File: config.mk
export PLATFORM = sky130hd
export DESIGN_NAME = memory_map_arbiter
export DESIGN_NICKNAME = d
export VERILOG_FILES = /design/src/rtl/memory_map_arbiter.sv
export SDC_FILE = /design/constraint.sdc
export NUM_CORES = 1
export LEC_CHECK = 0
export CORE_ASPECT_RATIO = 0.9
export CORE_MARGIN = 4
export CORE_UTILIZATION = 30
export DETAILED_ROUTE_END_ITERATION = 12
export HOLD_SLACK_MARGIN = 0.05
export SYNTH_ARGS = -nofsm -noshare
export SYNTH_HDL_FRONTEND = slang
export SYNTH_SLANG_ARGS = --single-unit
File: constraint.sdc
create_clock -name clk210_p -period 2.6 [get_ports clk210_p]
set_clock_uncertainty 0.15 [all_clocks]
set_input_delay 0.39 -clock clk210_p [delete_from_list [all_inputs] [get_ports clk210_p]]
set_output_delay 0.39 -clock clk210_p [all_outputs]
set_load 0.05 [all_outputs]
File: src/rtl/memory_map_arbiter.sv
// Round-robin arbiter sharing the memory-map register port between the
// flight-computer SPI slave (requester 0) and the UART debug port (requester 1).
module memory_map_arbiter #(
  parameter int unsigned ADDR_W     = 16,
  parameter int unsigned DATA_W     = 16,
  parameter int unsigned RD_LATENCY = 1
) (
  input  logic              clk210_p,
  input  logic              reset_n_p,
  input  logic              spi_req_p,
  input  logic              spi_we_p,
  input  logic [ADDR_W-1:0] spi_addr_p,
  input  logic [DATA_W-1:0] spi_wdata_p,
  output logic [DATA_W-1:0] spi_rdata_p,
  output logic              spi_done_p,
  input  logic              uart_req_p,
  input  logic              uart_we_p,
  input  logic [ADDR_W-1:0] uart_addr_p,
  input  logic [DATA_W-1:0] uart_wdata_p,
  output logic [DATA_W-1:0] uart_rdata_p,
  output logic              uart_done_p,
  output logic              mm_wr_en_p,
  output logic [ADDR_W-1:0] mm_wr_addr_p,
  output logic [DATA_W-1:0] mm_wr_data_p,
  output logic              mm_rd_en_p,
  output logic [ADDR_W-1:0] mm_rd_addr_p,
  input  logic [DATA_W-1:0] mm_rd_data_p,
  output logic              busy_p,
  output logic [15:0]       txn_count_p
);

  localparam int unsigned CNT_W = 3;
  localparam int unsigned TXN_W = 16;
  localparam logic [CNT_W-1:0] WAIT_LAST = CNT_W'(RD_LATENCY - 1);

  typedef enum logic [1:0] {
    ST_IDLE  = 2'd0,
    ST_ISSUE = 2'd1,
    ST_WAIT  = 2'd2,
    ST_DONE  = 2'd3
  } state_t;

  state_t             state_q;
  state_t             state_d;
  logic               rst_sync_q;
  logic               last_uart_q;
  logic               owner_uart_q;
  logic               we_q;
  logic [CNT_W-1:0]   wait_cnt_q;

  logic               grant_uart_c;
  logic               start_c;
  logic               sel_we_c;
  logic [ADDR_W-1:0]  sel_addr_c;
  logic [DATA_W-1:0]  sel_wdata_c;

  logic               wr_en_d;
  logic               rd_en_d;
  logic               busy_d;
  logic               finish_d;
  logic               capture_d;
  logic               spi_done_d;
  logic               uart_done_d;

  // Reset release: requests are honoured from the second edge after deassertion
  always_ff @(posedge clk210_p or negedge reset_n_p) begin
    if (!reset_n_p) rst_sync_q <= 1'b0;
    else            rst_sync_q <= 1'b1;
  end

  // Arbitration: a lone requester wins; on a tie the one not served last wins
  always_comb begin
    grant_uart_c = uart_req_p && (!spi_req_p || !last_uart_q);
    start_c      = (state_q == ST_IDLE) && rst_sync_q && (spi_req_p || uart_req_p);
    sel_we_c     = grant_uart_c ? uart_we_p    : spi_we_p;
    sel_addr_c   = grant_uart_c ? uart_addr_p  : spi_addr_p;
    sel_wdata_c  = grant_uart_c ? uart_wdata_p : spi_wdata_p;
  end

  // State register
  always_ff @(posedge clk210_p or negedge reset_n_p) begin
    if (!reset_n_p) state_q <= ST_IDLE;
    else            state_q <= state_d;
  end

  // Next-state logic
  always_comb begin
    state_d = state_q;
    case (state_q)
      ST_IDLE:  if (start_c) state_d = ST_ISSUE;
      ST_ISSUE: state_d = we_q ? ST_DONE : ST_WAIT;
      ST_WAIT:  if (wait_cnt_q == WAIT_LAST) state_d = ST_DONE;
      ST_DONE:  state_d = ST_IDLE;
      default:  state_d = ST_IDLE;
    endcase
  end

  // Output decode: next values of the registered outputs
  always_comb begin
    wr_en_d   = 1'b0;
    rd_en_d   = 1'b0;
    capture_d = 1'b0;
    busy_d    = (state_d != ST_IDLE);
    finish_d  = (state_d == ST_DONE);
    case (state_q)
      ST_IDLE: begin
        wr_en_d = start_c && sel_we_c;
        rd_en_d = start_c && !sel_we_c;
      end
      ST_ISSUE: rd_en_d = !we_q;
      ST_WAIT: begin
        // strobe must stay up until the data is taken, else the map returns filler
        rd_en_d   = (state_d == ST_WAIT);
        capture_d = (state_d == ST_DONE);
      end
      default: ;
    endcase
    spi_done_d  = finish_d && !owner_uart_q;
    uart_done_d = finish_d && owner_uart_q;
  end

  // Transaction context: direction, owner, read wait counter, fairness flag
  always_ff @(posedge clk210_p or negedge reset_n_p) begin
    if (!reset_n_p) begin
      we_q         <= 1'b0;
      owner_uart_q <= 1'b0;
      last_uart_q  <= 1'b1;
      wait_cnt_q   <= '0;
    end else begin
      if (start_c) begin
        we_q         <= sel_we_c;
        owner_uart_q <= grant_uart_c;
      end
      if (state_q == ST_ISSUE)     wait_cnt_q <= '0;
      else if (state_q == ST_WAIT) wait_cnt_q <= wait_cnt_q + CNT_W'(1);
      if (finish_d) last_uart_q <= owner_uart_q;
    end
  end

  // Registered outputs
  always_ff @(posedge clk210_p or negedge reset_n_p) begin
    if (!reset_n_p) begin
      mm_wr_en_p   <= 1'b0;
      mm_rd_en_p   <= 1'b0;
      mm_wr_addr_p <= '0;
      mm_rd_addr_p <= '0;
      mm_wr_data_p <= '0;
      spi_rdata_p  <= '0;
      uart_rdata_p <= '0;
      spi_done_p   <= 1'b0;
      uart_done_p  <= 1'b0;
      busy_p       <= 1'b0;
      txn_count_p  <= '0;
    end else begin
      mm_wr_en_p  <= wr_en_d;
      mm_rd_en_p  <= rd_en_d;
      busy_p      <= busy_d;
      spi_done_p  <= spi_done_d;
      uart_done_p <= uart_done_d;
      if (start_c) begin
        mm_wr_addr_p <= sel_addr_c;
        mm_rd_addr_p <= sel_addr_c;
        if (sel_we_c) mm_wr_data_p <= sel_wdata_c;
      end
      if (capture_d) begin
        if (owner_uart_q) uart_rdata_p <= mm_rd_data_p;
        else              spi_rdata_p  <= mm_rd_data_p;
      end
      if (finish_d) txn_count_p <= txn_count_p + TXN_W'(1);
    end
  end

endmodule

# == After elaboration in Yosys (flattened, before gate mapping) ==
# Index checks and enable logic that the tools add are counted.
# op_classes
n_addsub,2
eq_ne,5
muxes,12
bitwise_logic,1
reduce_logical,21
# ops
op,count
two-way mux 16 bit,2
"adder 16 x 1 -> 16 bit, second input constant",1
"equality test 2 bit, second input constant",4
case mux 2 bit (4 select lines),1
logical AND 1 bit,7
two-way mux 3 bit,2
AND reduction 2 bit,3
zero test 1 bit,5
two-way mux 1 bit,4
two-way mux 2 bit,2
nonzero test 2 bit,2
"adder 3 x 1 -> 3 bit, second input constant",1
zero test 3 bit,1
case mux 1 bit (3 select lines),1
"equality test 2 x 1 -> 1 bit, second input constant",1
zero test 2 bit,1
logical OR 1 bit,2
inverter 1 bit,1
# word_totals
regBits,94
input_bits,86
output_inout_bits,101
wordCells,57

# == Longest topological paths before layout ==
# depth
word_depth,8
depth_mapped,8
ltp_nobuf,7

# == Least setup slack after synthesis ==
# Ideal clock, no wire load.
# synth_path
path_type,flip-flop to flip-flop
start,reg state_q[0]
end,reg uart_rdata_p[10]
setup_time_ns,0.125
arrival_ns,1.889
required_time_ns,2.325
path_slack_ns,0.436
stages_incl_launch_ff,9
path_buffers,1
synth_period_minus_slack_ns,2.164
cell_sequence,dfrtp_1 inv_1 ha_1 or2b_2 nor2_4 a21o_4 nor3_4 buf_12 mux2_4
# synth_between
elab_chain_len,8
word_cells_on_any_way,12
classes_between,4 x eq/ne; 4 x mux; 4 x reduce/logical
# synth_rtl
item,line,source
from (decl),43,state_t state_q;
from (signal assigned),83,else state_q <= state_d;
zero test 2 bit,"74, 89",
logical AND 1 bit (2 in a row),74,start_c = (state_q == ST_IDLE) && rst_sync_q && (spi_req_p || uart_req_p);
two-way mux 2 bit,90,ST_IDLE: if (start_c) state_d = ST_ISSUE;
case mux 2 bit (4 select lines),89,case (state_q)
equality test 2 bit,114,capture_d = (state_d == ST_DONE);
two-way mux 1 bit *,105,case (state_q)
AND reduction 2 bit (no line) *,-,
to (signal assigned),166,if (owner_uart_q) uart_rdata_p <= mm_rd_data_p;
to (decl),20,"output logic [DATA_W-1:0] uart_rdata_p,"
# Every way passes the cells marked *; elsewhere a longest branch is shown, timed or not.
# A chain may end at the register's enable or synchronous reset.

# == Worst setup path in the final report ==
# layout_path
start,reg state_q[0]
end,reg spi_rdata_p[1]
# layout_between
elab_chain_len,8
word_cells_on_any_way,12
classes_between,4 x eq/ne; 4 x mux; 4 x reduce/logical
# layout_rtl
item,line,source
zero test 2 bit,"74, 89",
logical AND 1 bit (2 in a row),74,
two-way mux 2 bit,90,
case mux 2 bit (4 select lines),89,
equality test 2 bit,114,
two-way mux 1 bit *,105,
AND reduction 2 bit (no line) *,-,
to (signal assigned),167,else spi_rdata_p <= mm_rd_data_p;
to (decl),14,"output logic [DATA_W-1:0] spi_rdata_p,"
# Marks and branches as above.

==> key figures <==
Status
  • Outcome: finished clean

Setup path
  • Crit path launch type: flop
  • CP delay by family, top: compound AO/OA/AOI/OAI gates
  • Reg-to-reg startpoint: state_q[0]
  • Reg2Reg Setup Slack: 330 ps
  • Crit-path cells: inv_1 > ha_1 > o211a_4 > nor2_4 > a21o_4 > nor3_4 > buf_12 > mux2_2
  • Critical-path top delay cell: dfrtp_1
  • Slowest cell delay on critical path: 430 ps
  • Setup CP Type: reg2reg
  • Req. time, crit path: roughly 2700 ps
  • Stages on worst setup path: 8
  • Worst reg-to-reg path cell count: 8
  • R2r endpoint: spi_rdata_p[1]
  • CP Buf/Inv Count: 2
  • CP Capture Type: flop
  • Critical path arrival: 2350 ps
  • Worst-path maximum fanout: 16

Placement
  • Final Wtd Congestion: 0.7472
  • Count of input and output buffers: 186
  • DP HPWL: 8330 um

Synthesis
  • #FFs+latches synth: 94
  • Cell count after synthesis: around 340
  • Yosys warns: 0
  • Number of enable flip-flop cells after synthesis: 0
  • Post-Syn Area: 4269 um2
  • Mapped Nets: 435
  • Synth Flop Type: dfrtp_1
  • Unique cell type count in the Yosys netlist: 39
  • Register area share after synthesis: between 50% and 60%
  • Async SR Flop Fraction: 100.0%
  • Synth Area per Inst: 12.52 um2

CTS
  • H-tree depth: 3
  • CTS Sinks: 94
  • Maximum buffer depth of the clock tree: 2
  • CTS tree: done
  • Post-CTS Setup Repair Bufs: 0
  • CTS Buf Count: 9
  • Clock Pin Slew Worst Setup and Hold Paths: 70 ps
  • Clk_lat worst skew: 340 ps
  • CTS root buf: clkbuf_16

Cells and area
  • Area of the multi-input gates: 1695 um2
  • Register area: 2354 um2
  • Fillers: 1304
  • Final net count: 613
  • Area Growth Syn to Fin: 54.75%
  • Fin util: between 40% and 50%
  • Ant diodes: 0
  • Layout cell share with drive strength beyond 1: 13.55%

Route
  • Final ANT Viol Nets: 0
  • Routed wire per std cell: approximately 16 um
  • Drc violations: 0
  • Final wirelength: 11130 um
  • Via Count: around 3.1k
  • Starting DRT DRC Count: 94
  • Count of TritonRoute iterations in the first routing pass: 4
  • Drt via density: 4.364

Global routing
  • Initial antenna violation count: 0
  • Total GRT Usage: around 14%
  • Grt total ovfl: 0
  • Met1 GRT Util: 17.25%
  • Most Used Layer, Global Route: met2
  • Via count of the first global-routing pass: about 3.3k
  • First-pass GRT wire length: 17820 um
  • Grt met2 use: 23.14%
  • Met3 usage: 5.058%
  • Largest net degree at the start of global routing: 45

STA
  • Slew @ Worst Pin: 658.3 ps
  • RSZ-0062 raised after global routing: no
  • Maximum achievable frequency: between 0.4 and 0.5 GHz
  • Post-layout min period: 2271 ps
  • Slew margin rel.: a little under three fifths
  • Fin. max-slew vios: 0
  • # setup viols final: 0
  • Final period util: 87.35%
  • Final hold vios: 0

Power and ir drop
  • Pleak: about 2.8 nW
  • Pwr Density: 1429 nW/um2
  • Power, Total: 9.443 mW
  • Worst IR Drop VDD: 0.0006735 V

Min path
  • Endpoint, Worst Hold: txn_count_p[15]
  • HP Class: reg2reg
  • Hold path start: txn_count_p[15]
  • Worst hold stages: 1

Die
  • Ports: 187
  • Die Wd: 133.7 um
  • Die height: 121.2 um
  • FP Rows: 41
  • Core Region: 14000 um2
  • Initial core utilization: 30.48%
  • Die ar.: 16210 um2

Flow run
  • Max Cap Violations: 0
## layout by cell type (no fill, tap or decap), types with 2 or more instances in the layout
cell type,synthesis,layout
a21oi_1,19,19
and3_1,2,2
and4_1,3,3
buf_12,2,3
buf_4,16,7
bufinv_16,0,2
clkbuf_16,0,9
clkdlybuf4s50_1,0,185
clkinv_2,0,2
dfrtp_1,93,93
ha_1,8,8
inv_1,7,7
mux2_2,14,14
mux2_4,20,20
mux2i_1,33,33
nand2_1,26,26
nand3_1,8,8
nand4_1,2,2
nor2_1,20,20
nor2_4,1,2
nor3_4,2,2
o21a_1,2,2
o21ai_0,21,21
xnor2_1,14,14
## worst reg2reg max path: stages, from the launching register on
cell	delay, ps
dfrtp_1	430
inv_1	130
ha_1	230
o211a_4	240
nor2_4	60
a21o_4	210
nor3_4	150
buf_12	200
mux2_2	360
## area by class of cell
cell class	instances	share of cell area (%)
Clock buffer	10	3.466
Clock inverter	6	1.307
Inverter	7	0.3977
Multi-Input combinational cell	211	25.66
Sequential cell	94	35.63
Tap cell	193	3.655
Timing Repair Buffer	196	29.89
## power breakdown
part | internal (mW) | switching (mW) | total (mW)
combinational | 2.05 | 3.49 | 5.53
sequential | 2.10 | 0.426 | 2.52
clock | 0.841 | 0.548 | 1.39
total | 4.98 | 4.46 | 9.44
## metrics by stage
step           setup WS [ps]  cells  hold WS (ps)  cell area [um2]  setup TNS, ps
2_1_floorplan          436.0    341        -55.59             4269              0
3_3_place_gp           101.8    700         285.4             6276              0
3_5_place_dp          -116.6    700         290.1             6276         -917.3
4_1_cts                181.4    717         344.3             6601              0
5_1_grt                194.6    717         356.8             6606              0
6_report               329.0    717         332.0             6606              0
## synth_stat cells (all sizes together), types with 3 or more instances
| cell | n | area share (%) |
|---|---|---|
| dfrtp | 93 | 55 |
| mux2 | 34 | 11 |
| mux2i | 33 | 7.7 |
| nand2 | 26 | 2.3 |
| buf | 25 | 4.6 |
| nor2 | 22 | 2.2 |
| o21ai | 21 | 2.5 |
| a21oi | 20 | 2.6 |
| xnor2 | 14 | 2.9 |
| ha | 8 | 2.3 |
| nand3 | 8 | 0.94 |
| inv | 7 | 0.62 |
| clkbuf | 4 | 0.35 |
| and4 | 3 | 0.62 |
## layer usage
layer / routed length, um / vias up
met1: 4715 / 1503
li1: - / 1512
met4: 115 / 0
met2: 5528 / 107
met3: 773 / 7
met5: 0 / -
## timing repair
| action | CTS | global route |
|---|---|---|
| endpoints found under the hold margin | 42 | 0 |
| endpoints found under the setup margin | 0 | 8 |
| gates resized for setup | 0 | 1 |
| hold buffers | 1 | 0 |
## sequential cells by signal, summed over array words and instances, names as in the netlist
| name | cells |
|---|---|
| mm_rd_addr_p | 16 |
| mm_wr_data_p | 16 |
| spi_rdata_p | 16 |
| txn_count_p | 16 |
| uart_rdata_p | 16 |
| wait_cnt_q | 3 |
| state_q | 2 |
| busy_p | 1 |
| last_uart_q | 1 |
| mm_rd_en_p | 1 |
| mm_wr_en_p | 1 |
| owner_uart_q | 1 |
| rst_sync_q | 1 |
| spi_done_p | 1 |
| uart_done_p | 1 |
| we_q | 1 |
## how the worst max path moves through the flow
stage	from	endpoint	slack (ps)
after floorplan	state_q[0]	uart_rdata_p[10]	440
after global placement	uart_req_p	mm_wr_data_p[12]	100
after detailed placement	uart_req_p	mm_wr_data_p[2]	-120
after CTS	state_q[0]	mm_wr_data_p[2]	180
after global routing	state_q[0]	spi_rdata_p[0]	190
final	state_q[0]	spi_rdata_p[1]	330
## kinds of logic (layout without fill, tap and decap cells)
group	Yosys count	count (layout)	synth area share (%)
buffers and inverters	36	219	5.539
AOI/OAI and AO/OA	50	50	7.181
adders and majority gates	8	8	2.345
DFF	94	94	55.13
other	1	1	0.08784
xor gates and xnor gates	15	15	3.077
and+or+nand+nor	70	70	8.177
muxes	67	67	18.46
Power figures use the tool's default switching activity.
